### config.mk
export PLATFORM = sky130hd
export DESIGN_NAME = ysyx_22040088_pcgen
export DESIGN_NICKNAME = d
export VERILOG_FILES = /design/src/rtl/ysyx_22040088_pkg.sv /design/src/rtl/ysyx_22040088_btb.sv /design/src/rtl/ysyx_22040088_pcgen.sv
export SDC_FILE = /design/constraint.sdc
export NUM_CORES = 1
export LEC_CHECK = 0
export BUFFER_PORTS_ARGS = -buffer_cell sky130_fd_sc_hd__buf_2
export CAP_MARGIN = 25
export CORE_AREA = 2 2 252 254
export CTS_BUF_LIST = sky130_fd_sc_hd__clkbuf_8
export CTS_CLUSTER_DIAMETER = 100
export DETAILED_ROUTE_END_ITERATION = 16
export DIE_AREA = 0 0 254 256
export GPL_TIMING_DRIVEN = 0
export HOLD_SLACK_MARGIN = 0.08
export PLACE_DENSITY_LB_ADDON = 0.3
export SYNTH_ARGS = -nofsm -noshare
export SYNTH_HDL_FRONTEND = slang
export SYNTH_HIERARCHICAL = 1
export SYNTH_SLANG_ARGS = --single-unit
### constraint.sdc
create_clock -name clk -period 2.4 [get_ports clk]
set_input_delay 0.6 -clock clk [delete_from_list [all_inputs] [get_ports clk]]
set_output_delay 0.6 -clock clk [all_outputs]
set_load 0.05 [all_outputs]
### src/rtl/ysyx_22040088_pkg.sv
`default_nettype none
// ============================================================================
// Module      : ysyx_22040088_pkg
// Description : Shared definitions for the PC generator: FSM state encoding,
//               boot PC and sequential PC increment.
// Revision    : 1.0 - initial release
// ============================================================================
package ysyx_22040088_pkg;

    // PC generator control states (explicit 2-bit encoding)
    typedef enum logic [1:0] {
        ST_BOOT  = 2'd0,
        ST_RUN   = 2'd1,
        ST_FLUSH = 2'd2
    } pcgen_state_e;

    // Boot PC used when the top-level parameter is left at its default
    localparam logic [63:0] c_reset_pc = 64'h0000_0000_8000_0000;

    // Sequential fetch step in bytes (one 32-bit instruction)
    localparam int unsigned c_pc_inc = 4;

endpackage : ysyx_22040088_pkg
`default_nettype wire

### src/rtl/ysyx_22040088_btb.sv
`default_nettype none
// ============================================================================
// Module      : ysyx_22040088_btb
// Description : Direct-mapped branch target buffer. Indexed by pc[2 +: IDXW],
//               tagged with the full PC, combinational lookup. Training
//               writes land at the clock edge, so a lookup in the same cycle
//               as an update still sees the old entry.
// Revision    : 1.0 - initial release
// ============================================================================
module ysyx_22040088_btb #(
    parameter int XLEN  = 64,
    parameter int DEPTH = 16
) (
    input  logic            clk,
    input  logic            rst_n,
    // lookup port
    input  logic [XLEN-1:0] lookup_pc,
    output logic            hit,
    output logic [XLEN-1:0] target,
    // training port
    input  logic            upd_valid,
    input  logic [XLEN-1:0] upd_pc,
    input  logic [XLEN-1:0] upd_target,
    input  logic            upd_taken
);

    localparam int c_idxw = $clog2(DEPTH);

    logic [DEPTH-1:0] r_valid;
    logic [XLEN-1:0]  r_tag    [DEPTH];
    logic [XLEN-1:0]  r_target [DEPTH];

    logic [c_idxw-1:0] w_lk_idx;
    logic [c_idxw-1:0] w_up_idx;
    logic              w_up_tag_match;

    // Instruction-aligned index: bits [1:0] are always zero for fetch PCs
    assign w_lk_idx = lookup_pc[2 +: c_idxw];
    assign w_up_idx = upd_pc[2 +: c_idxw];

    // Full-PC tag means no aliasing between PCs sharing an index
    assign hit    = r_valid[w_lk_idx] && (r_tag[w_lk_idx] == lookup_pc);
    assign target = r_target[w_lk_idx];

    // A not-taken resolution only invalidates the entry it actually owns
    assign w_up_tag_match = (r_tag[w_up_idx] == upd_pc);

    // Valid bits: cleared by reset, set on taken training, cleared on
    // not-taken training that matches the stored tag
    always_ff @(posedge clk) begin
        if (!rst_n) begin
            r_valid <= '0;
        end else if (upd_valid) begin
            if (upd_taken) begin
                r_valid[w_up_idx] <= 1'b1;
            end else if (w_up_tag_match) begin
                r_valid[w_up_idx] <= 1'b0;
            end
        end
    end

    // Tag/target payload: no reset needed, qualified by the valid bit
    always_ff @(posedge clk) begin
        if (rst_n && upd_valid && upd_taken) begin
            r_tag[w_up_idx]    <= upd_pc;
            r_target[w_up_idx] <= upd_target;
        end
    end

endmodule : ysyx_22040088_btb
`default_nettype wire

### src/rtl/ysyx_22040088_pcgen.sv
`default_nettype none
// ============================================================================
// Module      : ysyx_22040088_pcgen
// Description : Front-end PC generator. BOOT/RUN/FLUSH control, valid/ready
//               fetch handshake, priority-resolved redirects (highest source
//               index wins) and optional BTB-based next-PC prediction.
//               Optional feature macro: YSYX_22040088_BTB_EN - when defined,
//               a direct-mapped BTB (ysyx_22040088_btb) is instantiated;
//               otherwise fetch_pred_taken is tied low and training inputs
//               are ignored.
// Revision    : 1.0 - initial release
// ============================================================================
module ysyx_22040088_pcgen
    import ysyx_22040088_pkg::*;
#(
    parameter int          XLEN      = 64,
    parameter int          NSRC      = 7,
    parameter logic [63:0] RESET_PC  = c_reset_pc,
    parameter int          BTB_DEPTH = 16
) (
    input  logic                 clk,
    input  logic                 rst_n,
    // redirect sources
    input  logic [NSRC-1:0]      redir_valid,
    input  logic [NSRC*XLEN-1:0] redir_pc,
    // backend stall
    input  logic                 stall,
    // fetch interface
    output logic                 fetch_valid,
    input  logic                 fetch_ready,
    output logic [XLEN-1:0]      fetch_pc,
    output logic                 fetch_pred_taken,
    // BTB training
    input  logic                 btb_upd_valid,
    input  logic [XLEN-1:0]      btb_upd_pc,
    input  logic [XLEN-1:0]      btb_upd_target,
    input  logic                 btb_upd_taken
);

    localparam logic [XLEN-1:0] c_boot_pc = XLEN'(RESET_PC);

    pcgen_state_e    r_state;
    pcgen_state_e    w_state_nxt;
    logic [XLEN-1:0] r_pc;
    logic [XLEN-1:0] w_pc_nxt;

    logic            w_redir_any;
    logic [XLEN-1:0] w_redir_tgt;
    logic            w_fire;
    logic [XLEN-1:0] w_seq_pc;
    logic            w_btb_hit;
    logic [XLEN-1:0] w_btb_target;

    // ------------------------------------------------------------------------
    // Redirect arbitration
    // ------------------------------------------------------------------------
    assign w_redir_any = |redir_valid;

    // Ascending scan: a later (higher-index) source overwrites earlier ones,
    // and the target is word-aligned by clearing bits [1:0]
    always_comb begin
        w_redir_tgt = '0;
        for (int i = 0; i < NSRC; i++) begin
            if (redir_valid[i]) begin
                w_redir_tgt = redir_pc[i*XLEN +: XLEN];
            end
        end
        w_redir_tgt[1:0] = 2'b00;
    end

    // ------------------------------------------------------------------------
    // Branch target buffer (optional)
    // ------------------------------------------------------------------------
`ifdef YSYX_22040088_BTB_EN
    ysyx_22040088_btb #(
        .XLEN  (XLEN),
        .DEPTH (BTB_DEPTH)
    ) u_btb (
        .clk        (clk),
        .rst_n      (rst_n),
        .lookup_pc  (r_pc),
        .hit        (w_btb_hit),
        .target     (w_btb_target),
        .upd_valid  (btb_upd_valid),
        .upd_pc     (btb_upd_pc),
        .upd_target (btb_upd_target),
        .upd_taken  (btb_upd_taken)
    );
`else
    // No predictor: never taken, training port is a don't-care
    localparam int c_unused_btb_depth = BTB_DEPTH;
    logic          w_unused_btb;

    assign w_btb_hit    = 1'b0;
    assign w_btb_target = '0;
    assign w_unused_btb = ^{btb_upd_valid, btb_upd_pc, btb_upd_target, btb_upd_taken};
`endif

    // ------------------------------------------------------------------------
    // Fetch interface
    // ------------------------------------------------------------------------
    // Outputs are forced to their reset values whenever rst_n is low so the
    // fetch stage never sees a stale or unknown PC during reset
    assign fetch_valid      = rst_n && (r_state == ST_RUN) && !stall;
    assign fetch_pc         = rst_n ? r_pc : c_boot_pc;
    assign fetch_pred_taken = fetch_valid && w_btb_hit;

    assign w_fire   = fetch_valid && fetch_ready;
    assign w_seq_pc = fetch_pred_taken ? w_btb_target : (r_pc + XLEN'(c_pc_inc));

    // ------------------------------------------------------------------------
    // Control FSM
    // ------------------------------------------------------------------------
    // Next state / next PC: redirect beats handshake and stall; otherwise
    // BOOT and FLUSH last exactly one cycle and RUN advances on handshake
    always_comb begin
        w_state_nxt = r_state;
        w_pc_nxt    = r_pc;
        if (w_redir_any) begin
            w_state_nxt = ST_FLUSH;
            w_pc_nxt    = w_redir_tgt;
        end else begin
            unique case (r_state)
                ST_BOOT:  w_state_nxt = ST_RUN;
                ST_FLUSH: w_state_nxt = ST_RUN;
                ST_RUN: begin
                    if (w_fire) begin
                        w_pc_nxt = w_seq_pc;
                    end
                end
                default:  w_state_nxt = ST_BOOT;
            endcase
        end
    end

    // State and PC registers with synchronous active-low reset
    always_ff @(posedge clk) begin
        if (!rst_n) begin
            r_state <= ST_BOOT;
            r_pc    <= c_boot_pc;
        end else begin
            r_state <= w_state_nxt;
            r_pc    <= w_pc_nxt;
        end
    end

endmodule : ysyx_22040088_pcgen
`default_nettype wire
==> metrics.md, run 1 <==
| Metric | Value |
|---|---|
| Xor/xnor cell area share of the yosys netlist | roughly 3.4% |
| Largest net degree at the start of global routing | 12 |
| DR vias | 12530 |
| Tmin final | 2.464 ns |
| Most frequent cells in the layout | buf_2, nor2_1, a21oi_1 |
| Rows | around 90 |
| Wire per inst | 34.27 um |
| Synth Area in Compound Gates | 42.96% |
| Worst-path clk slew | 0.09 ns |
| Async S/R FF share, synth | 0% |
| First-pass GRT wire length | 110700 um |
| CTS Buffer Depth | 2 |
| Antenna Violating Nets Remaining | 0 |
| Overall die width | 254 um |
| Final Skew | about 0.016 ns |
| Initial core utilization | about an eighth |
| Worst slew pin tran | 0.9049 ns |
| 1st-iter DRT viols | 1380 |
| Worst Hold Class | reg2reg |
| Drt drc | 0 |
| Max Slew Vio Count | 0 |
| I/O Buffers | 505 |
| Clk Latency, worst-skew pair | 0.42 ns |
| Critical Path Fanout Max | 10 |
| Worst EP arrival | about 2.8 ns |
| GP Congestion | about 0.96 |
| Avg Inst Size Synth | approximately 6.9 um2 |
| Post-synthesis sequential area ratio | 17.22% |
| EDFF count, synth | 0 |
| Required @ worst endpoint | 2.69 ns |
| Chip Height | 256 um |
| Pwr Density | approximately 380 nW/um2 |
| Number of global-route vias before repair | 12120 |
| Inserted Clock Buffers | 9 |
| Setup slack after layout | -0.06410 ns |
| Total power | about 4.7 mW |
| Top_reg_cell synth | dfxtp_1 |
| Hold Path Depth | 1 |
| Main combinational cell family by area after synthesis | compound AO/OA/AOI/OAI gates |
| Synth Area in Simple Gates | 28.26% |
| Post-synthesis mux area share | less than 1% |
| RSZ-0062 raised after global routing | true |
| Relative slew slack | between 30% and 40% |
| Syn-to-layout area delta | 64.29% |
| Tot GR Track Use | 25.33% |
| Finished Layout Cells | 2495 |
| Dpl ws | -1.379 ns |
| Final hold vios | 0 |
| Min Hold Slack | roughly 0.43 ns |
| Top cell type's share of synthesized area | 17.22% |
| # clock sinks | 64 |
| Max Clk Rate | 0.4058 GHz |
| Adder-cell area share of the yosys netlist | 0.1682% |
| GRT overflow | 0 |
| Detailed placer's ending HPWL | 73420 um |
| Synth unique cells | 80 |
| Failing checks | negative setup slack |
| LEAKAGE | about 5.2 nW |
| Routed WL | 85500 um |
| CTS H-tree depth | 3 |
| Post-Syn Area | ~7400 um2 |
| Kind of critical path | in2reg |
| Leading area contributor after synthesis | dfxtp_1 |
| CTS tree | done |
| Crit start category | input port |
| Share of layout cells above drive strength 1 | 45.88% |
| DRT Pass-1 Iters | 8 |
| Clk root buf | clkbuf_8 |
| Synth warn | 6 |
| Cell Count Post-Placement | 2434 |
| Initial antenna violation count | 76 |
| Worst setup EP type | register |
| Final Setup Violations | 7 |
| Gate Count Post-Synth | 1074 |
| Outcome | complete, but fails checks |
| Nets | 2200 |
| Max-cap violations | 0 |
| Peak supply drop | 0.2639 mV |
| Cells on worst reg2reg path | 7 |
| Most common cell after layout, fill and taps aside | buf_2 |
| Die area | about 65000 um2 |
| IO Pins | approximately 660 |
| Final period util | 102.7% |
| Yosys reg bits | between 60 and 70 |
| Via-to-Cell Ratio | 5.020 |
| Std-Cell Core Area | 62390 um2 |
| Synth top area cells | dfxtp_1, a221oi_1, a21oi_1 |
report_power, final:
| part | leakage (nW) | internal [mW] | switching, mW |
|---|---|---|---|
| Sequential | 0.535 | 1.15 | 0.133 |
| Clock | 0.126 | 0.745 | 0.561 |
| Combinational | 4.52 | 0.725 | 1.35 |
| Total | 5.19 | 2.62 | 2.05 |
per-stage QoR:
stage	instance area [um2]	TNS (ns)	utilization (%)
final	12220	-0.1813	19.59
after global routing	12170	-0.2228	19.50
after CTS	12010	-0.07382	19.25
after detailed placement	11110	-88.34	17.80
after global placement	11030	-87.73	17.69
after floorplan	7448	-0.2634	-
per-layer routing:
| layer | up-vias | GRT usage (%) | share of wire, % |
|---|---|---|---|
| met5 | - | 0 | 0.23 |
| met4 | 30 | 7.827 | 3.1 |
| li1 | 5299 | - | - |
| met1 | 6166 | 33.64 | 43 |
| met2 | 887 | 40.19 | 45 |
| met3 | 143 | 6.051 | 9.1 |
state kept, by name (all words and copies together) (netlist names):
name / flops
r_pc: 62
r_state: 2
worst max-delay path, cell delays in order:
cell and delay [ns]:
buf_2 0.12, clkbuf_2 0.29, clkbuf_2 0.31, clkbuf_2 0.39, o21ai_0 0.24, a221oi_2 0.60, o32ai_1 0.19
cells in the mapped netlist, types with 4 or more instances:
cell type  number
o211ai_1        7
clkbuf_1       74
nor4_2          5
a211oi_1       14
o221ai_1       14
buf_1          21
inv_1          24
a211o_1         8
o21ai_0        49
o21a_1         15
a22oi_1        14
and2_1         66
nand2_1        68
o31a_1          4
o22ai_1        58
nand4_1        20
a221oi_1       72
dfxtp_1        64
a21oi_1        89
nor4_1         10
or3_1           9
nor3_1         24
nor2_1        102
buf_2          14
buf_4           4
nand2b_1        5
or4_1           6
o31ai_1        35
xor2_1         13
and3_1         16
a31oi_1        17
a221o_1        15
nand3_1        23
xnor2_1        16
and4_1          9
final timing paths:
check	endpoint	startpoint	slack, ns
setup / recovery	r_pc[28]	redir_valid[3]	-0.06
hold / removal	r_state[0]	r_state[1]	0.43
setup reg to reg	r_pc[51]	r_pc[8]	0.08
hold reg to reg	r_state[0]	r_state[1]	0.43
repair_timing:
item | in CTS | in global routing
hold buffers | 0 | 0
endpoints found under the setup margin | 113 | 66
resized for setup | 166 | 64
endpoints found under the hold margin | 0 | 0
setup buffers | 15 | 1
pin swaps | 9 | 6
cells by family after synthesis:
kind of cell | after synthesis
DFF | 64
and+or+nand+nor | 385
AOI/OAI and AO/OA | 451
buffers and inverters | 141
muxes | 2
xor gates and xnor gates | 29
other | 1
adders and majority gates | 1
cell type report:
cell class	count	area, um2
clock buffer	11	151.4
multi-input combinational	871	6042
timing repair buffer	528	2784
antenna	34	85.08
inverter	27	110.1
buffer	109	595.6
sequential	64	1291
fill	7315	50170
tap	846	1059
clock inverter	5	102.6
Note: power is estimated with default switching activity, not from simulation.
==> run 2, diff against run 1 <==
--- a/config.mk
+++ b/config.mk
@@ -15,7 +15,7 @@
 export GPL_TIMING_DRIVEN = 0
 export HOLD_SLACK_MARGIN = 0.08
 export PLACE_DENSITY_LB_ADDON = 0.3
+export SETUP_SLACK_MARGIN = 0.02
 export SYNTH_ARGS = -nofsm -noshare
 export SYNTH_HDL_FRONTEND = slang
-export SYNTH_HIERARCHICAL = 1
 export SYNTH_SLANG_ARGS = --single-unit
==> metrics.md, run 2 <==
| Metric | Value |
|---|---|
| Outcome | complete, but fails checks |
| Failing checks | negative setup slack |
| Drt drc | 0 (unchanged) |
| GP Congestion | 0.9574 (unchanged) |
| EDFF count, synth | 0 (unchanged) |
| Max reg flops | 62 (unchanged) |
| Hold Path Depth | 1 (unchanged) |
| LEAKAGE | 5.218 nW (+0.64%) |
| CTS Buffer Depth | 2 (unchanged) |
| Syn-to-layout area delta | 65.05% |
| Sw frac | 43.76% (-0.10 points) |
| Tmin final | 2.464 ns (-0.0002964 ns) |
| Final Skew | 0.01456 ns (-0.001108 ns) |
| DR vias | 12490 (-0.30%) |
| Inserted Clock Buffers | 9 (unchanged) |
| Post-synthesis sequential area ratio | 17.22% (unchanged) |
| 1st-iter DRT viols | 1338 (-3.0%) |
| Max Clk Rate | 0.4059 GHz (about the same) |
| Register Area | 1291 um2 (unchanged) |
| Final period util | 102.7% (about the same) |
| Net switching power | 2.042 mW (-0.19%) |
| Top flop regs | r_pc x62, r_state x2 |
| Reg-to-reg critical path startpoint | r_pc[10] |
| Top cell type's share of synthesized area | 17.22% (unchanged) |
| Leading area contributor after synthesis | dfxtp_1 |
| First-pass GRT wire length | 110800 um (about the same) |
| Hold Crit Start | r_state[1] |
| Yosys reg bits | 64 (unchanged) |
| Relative slew slack | 38.53% (-1.1 points) |
| Worst-path clk slew | 0.09 ns (about the same) |
| Cells on worst reg2reg path | 6 (-1) |
| Gate Count Post-Synth | 1074 (unchanged) |
| Hold Path Sink | r_state[0] |
| RSZ-0062 raised after global routing | true |
| Finished Layout Cells | 2499 (+0.16%) |
| Synth Area in Simple Gates | 28.26% (unchanged) |
| Synth unique cells | 80 (unchanged) |
| Most common cell after layout, fill and taps aside | buf_2 |
| Final Setup Violations | 5 (-2) |
| Xor/xnor cell area share of the yosys netlist | 3.415% (unchanged) |
| Worst setup EP type | register |
| Post-synthesis mux area share | 0.2691% (unchanged) |
| Min Hold Slack | 0.4250 ns (-0.0004890 ns) |
| Max-cap violations | 0 (unchanged) |
| Kind of critical path | in2reg |
| Most frequent cells in the layout | buf_2, nor2_1, a21oi_1 |
| Dpl cell area | 11110 um2 (unchanged) |
| Std-Cell Core Area | 62390 um2 (unchanged) |
| Avg Inst Size Synth | 6.926 um2 (unchanged) |
| Post-Syn Area | 7438 um2 (unchanged) |
| RR Endpoint | r_pc[62] |
| Number of global-route vias before repair | 12110 (-0.13%) |
| Wire per inst | 34.21 um (-0.16%) |
| Peak supply drop | 0.2542 mV (-3.7%) |
| Hold Buf Count CTS | 0 (unchanged) |
| Initial antenna violation count | 75 (-1.3%) |
| Sequential fraction of design power | 27.5% (about the same) |
| Top_reg_cell synth | dfxtp_1 |
| DRT Pass-1 Iters | 5 (-3) |
| Setup slack after layout | -0.06380 ns (+0.0002964 ns) |
| Critical Path Fanout Max | 10 (unchanged) |
| Synth Area in Compound Gates | 42.96% (unchanged) |
| Crit start category | input port |
| Via-to-Cell Ratio | 4.997 (-0.46%) |
| Die area | 65020 um2 (unchanged) |
| Top-count cell post-synth | nor2_1 |
| I/O Buffers | 505 (unchanged) |
| Antenna Violating Nets Remaining | 0 (unchanged) |
| CTS tree | done |
| Fillers | 7317 (+0.027%) |
| Synth top area cells | dfxtp_1, a221oi_1, a21oi_1 |
| Synth top cells by count | nor2_1, a21oi_1, clkbuf_1 |
| Main combinational cell family by area after synthesis | compound AO/OA/AOI/OAI gates |
| IO Pins | 655 (unchanged) |
| Async S/R FF share, synth | 0% (unchanged) |
| Biggest register | r_pc |
| Initial core utilization | 11.92% (unchanged) |
| Cell Count Post-Placement | 2434 (unchanged) |
| Combinational cell fraction of total power | 44.6% (about the same) |
| Post-layout util | 19.68% (+0.090 points) |
| Final hold vios | 0 (unchanged) |
| Clk root buf | clkbuf_8 |
| Detailed placer's ending HPWL | 73420 um (unchanged) |
| Tot GR Track Use | 25.32% (about the same) |
| Rows | 92 (unchanged) |
| CTS H-tree depth | 3 (unchanged) |
| Clk Latency, worst-skew pair | 0.41 ns (about the same) |
| GRT overflow | 0 (unchanged) |
| # clock sinks | 64 (unchanged) |
| Pwr Density | 380.1 nW/um2 (-0.42%) |
| Worst Hold Class | reg2reg |
| Required @ worst endpoint | 2.68 ns (about the same) |
| Part of the power in the clock network | 27.9% (about the same) |
| Nets | 2204 (+0.18%) |
| Largest net degree at the start of global routing | 12 (unchanged) |
| Routed WL | 85500 um (about the same) |
| Post-route cell area | 12280 um2 (+0.46%) |
| Internal power | 2.624 mW (+0.22%) |
| Worst slew pin tran | 0.9221 ns (+0.01721 ns) |
| Synth warn | 0 (-6) |
| Max Slew Vio Count | 0 (unchanged) |
| Adder-cell area share of the yosys netlist | 0.1682% (unchanged) |
| Reg2Reg Setup Slack | 0.08 ns (about the same) |
| Dpl ws | -1.379 ns (unchanged) |
| Chip Height | 256 um (unchanged) |
| Worst EP arrival | 2.74 ns (about the same) |
| Share of layout cells above drive strength 1 | 45.89% (about the same) |
| Overall die width | 254 um (unchanged) |
| Multi-input gate area | 6042 um2 (unchanged) |
## run 2: cell count changes in the layout (fill, tap and decap cells not counted), sizes merged
cell / previous run / this run
buf: 560 / 558
clkbuf: 88 / 94
clkinvlp: 2 / 3
inv: 24 / 23
## run 2: stage by stage
step | power, mW | setup TNS (ns)
detailed placement | 3.232 | -88.34
global placement | 3.215 | -87.73
floorplan | 2.118 | -0.2634
global route | 4.792 | -0.3911
CTS | 4.621 | 0
finish | 4.666 | -0.1718
## run 2: metal layers
metal	part of all wire, %	global-route usage [%]	vias to the layer above	wire, um
met5	0.29	0	-	249
met1	43	33.12	6116	36420
li1	-	-	5310	-
met3	9.4	6.692	146	7997
met4	3.2	7.778	38	2698
met2	45	40.34	878	38140
## run 2: worst max-delay path by stage
stage | startpoint | endpoint | slack [ns]
floorplan | rst_n | fetch_pc[10] | -0.04
global placement | redir_valid[1] | r_pc[6] | -1.46
detailed placement | redir_valid[5] | r_pc[37] | -1.38
CTS | r_pc[6] | r_pc[62] | 0.007
global route | redir_valid[6] | r_pc[56] | -0.07
finish | redir_valid[3] | r_pc[28] | -0.06
## run 2: power groups by stage
stage               Sequential, mW  Clock (mW)  Combinational [mW]
CTS                           1.27        1.31                2.04
detailed placement            1.30           0                1.94
finish                        1.28        1.30                2.08
global placement              1.29           0                1.92
floorplan                     1.24           0               0.876
global route                  1.29        1.33                2.17
## run 2: logic make-up after synthesis
| logic type | Yosys count |
|---|---|
| AOI/OAI and AO/OA | 451 |
| and+or+nand+nor | 385 |
| buffers and inverters | 141 |
| DFF | 64 |
| xor gates and xnor gates | 29 |
| muxes | 2 |
| adders and majority gates | 1 |
| other | 1 |
## run 2: repair_timing
action,4_1_cts,5_1_grt
buffers inserted,15,5
gates resized for setup,170,74
hold endpoints to repair,0,0
pin swaps,7,7
endpoints found under the setup margin,114,80
## run 2: area by class of cell
cell class,count,share of cell area (%)
Antenna cell,34,0.6930
Buffer,109,4.851
Clock buffer,11,1.233
Clock inverter,5,0.8357
Inverter,27,0.9274
Multi-Input combinational cell,871,49.22
Sequential cell,64,10.52
Tap cell,846,8.622
Timing Repair Buffer,532,23.10
## run 2: worst max-delay path, stage by stage
cell and delay, ns:
buf_2 0.12, buf_2 0.29, clkbuf_2 0.30, buf_2 0.37, o21ai_0 0.24, a221oi_2 0.61
o32ai_1 0.20
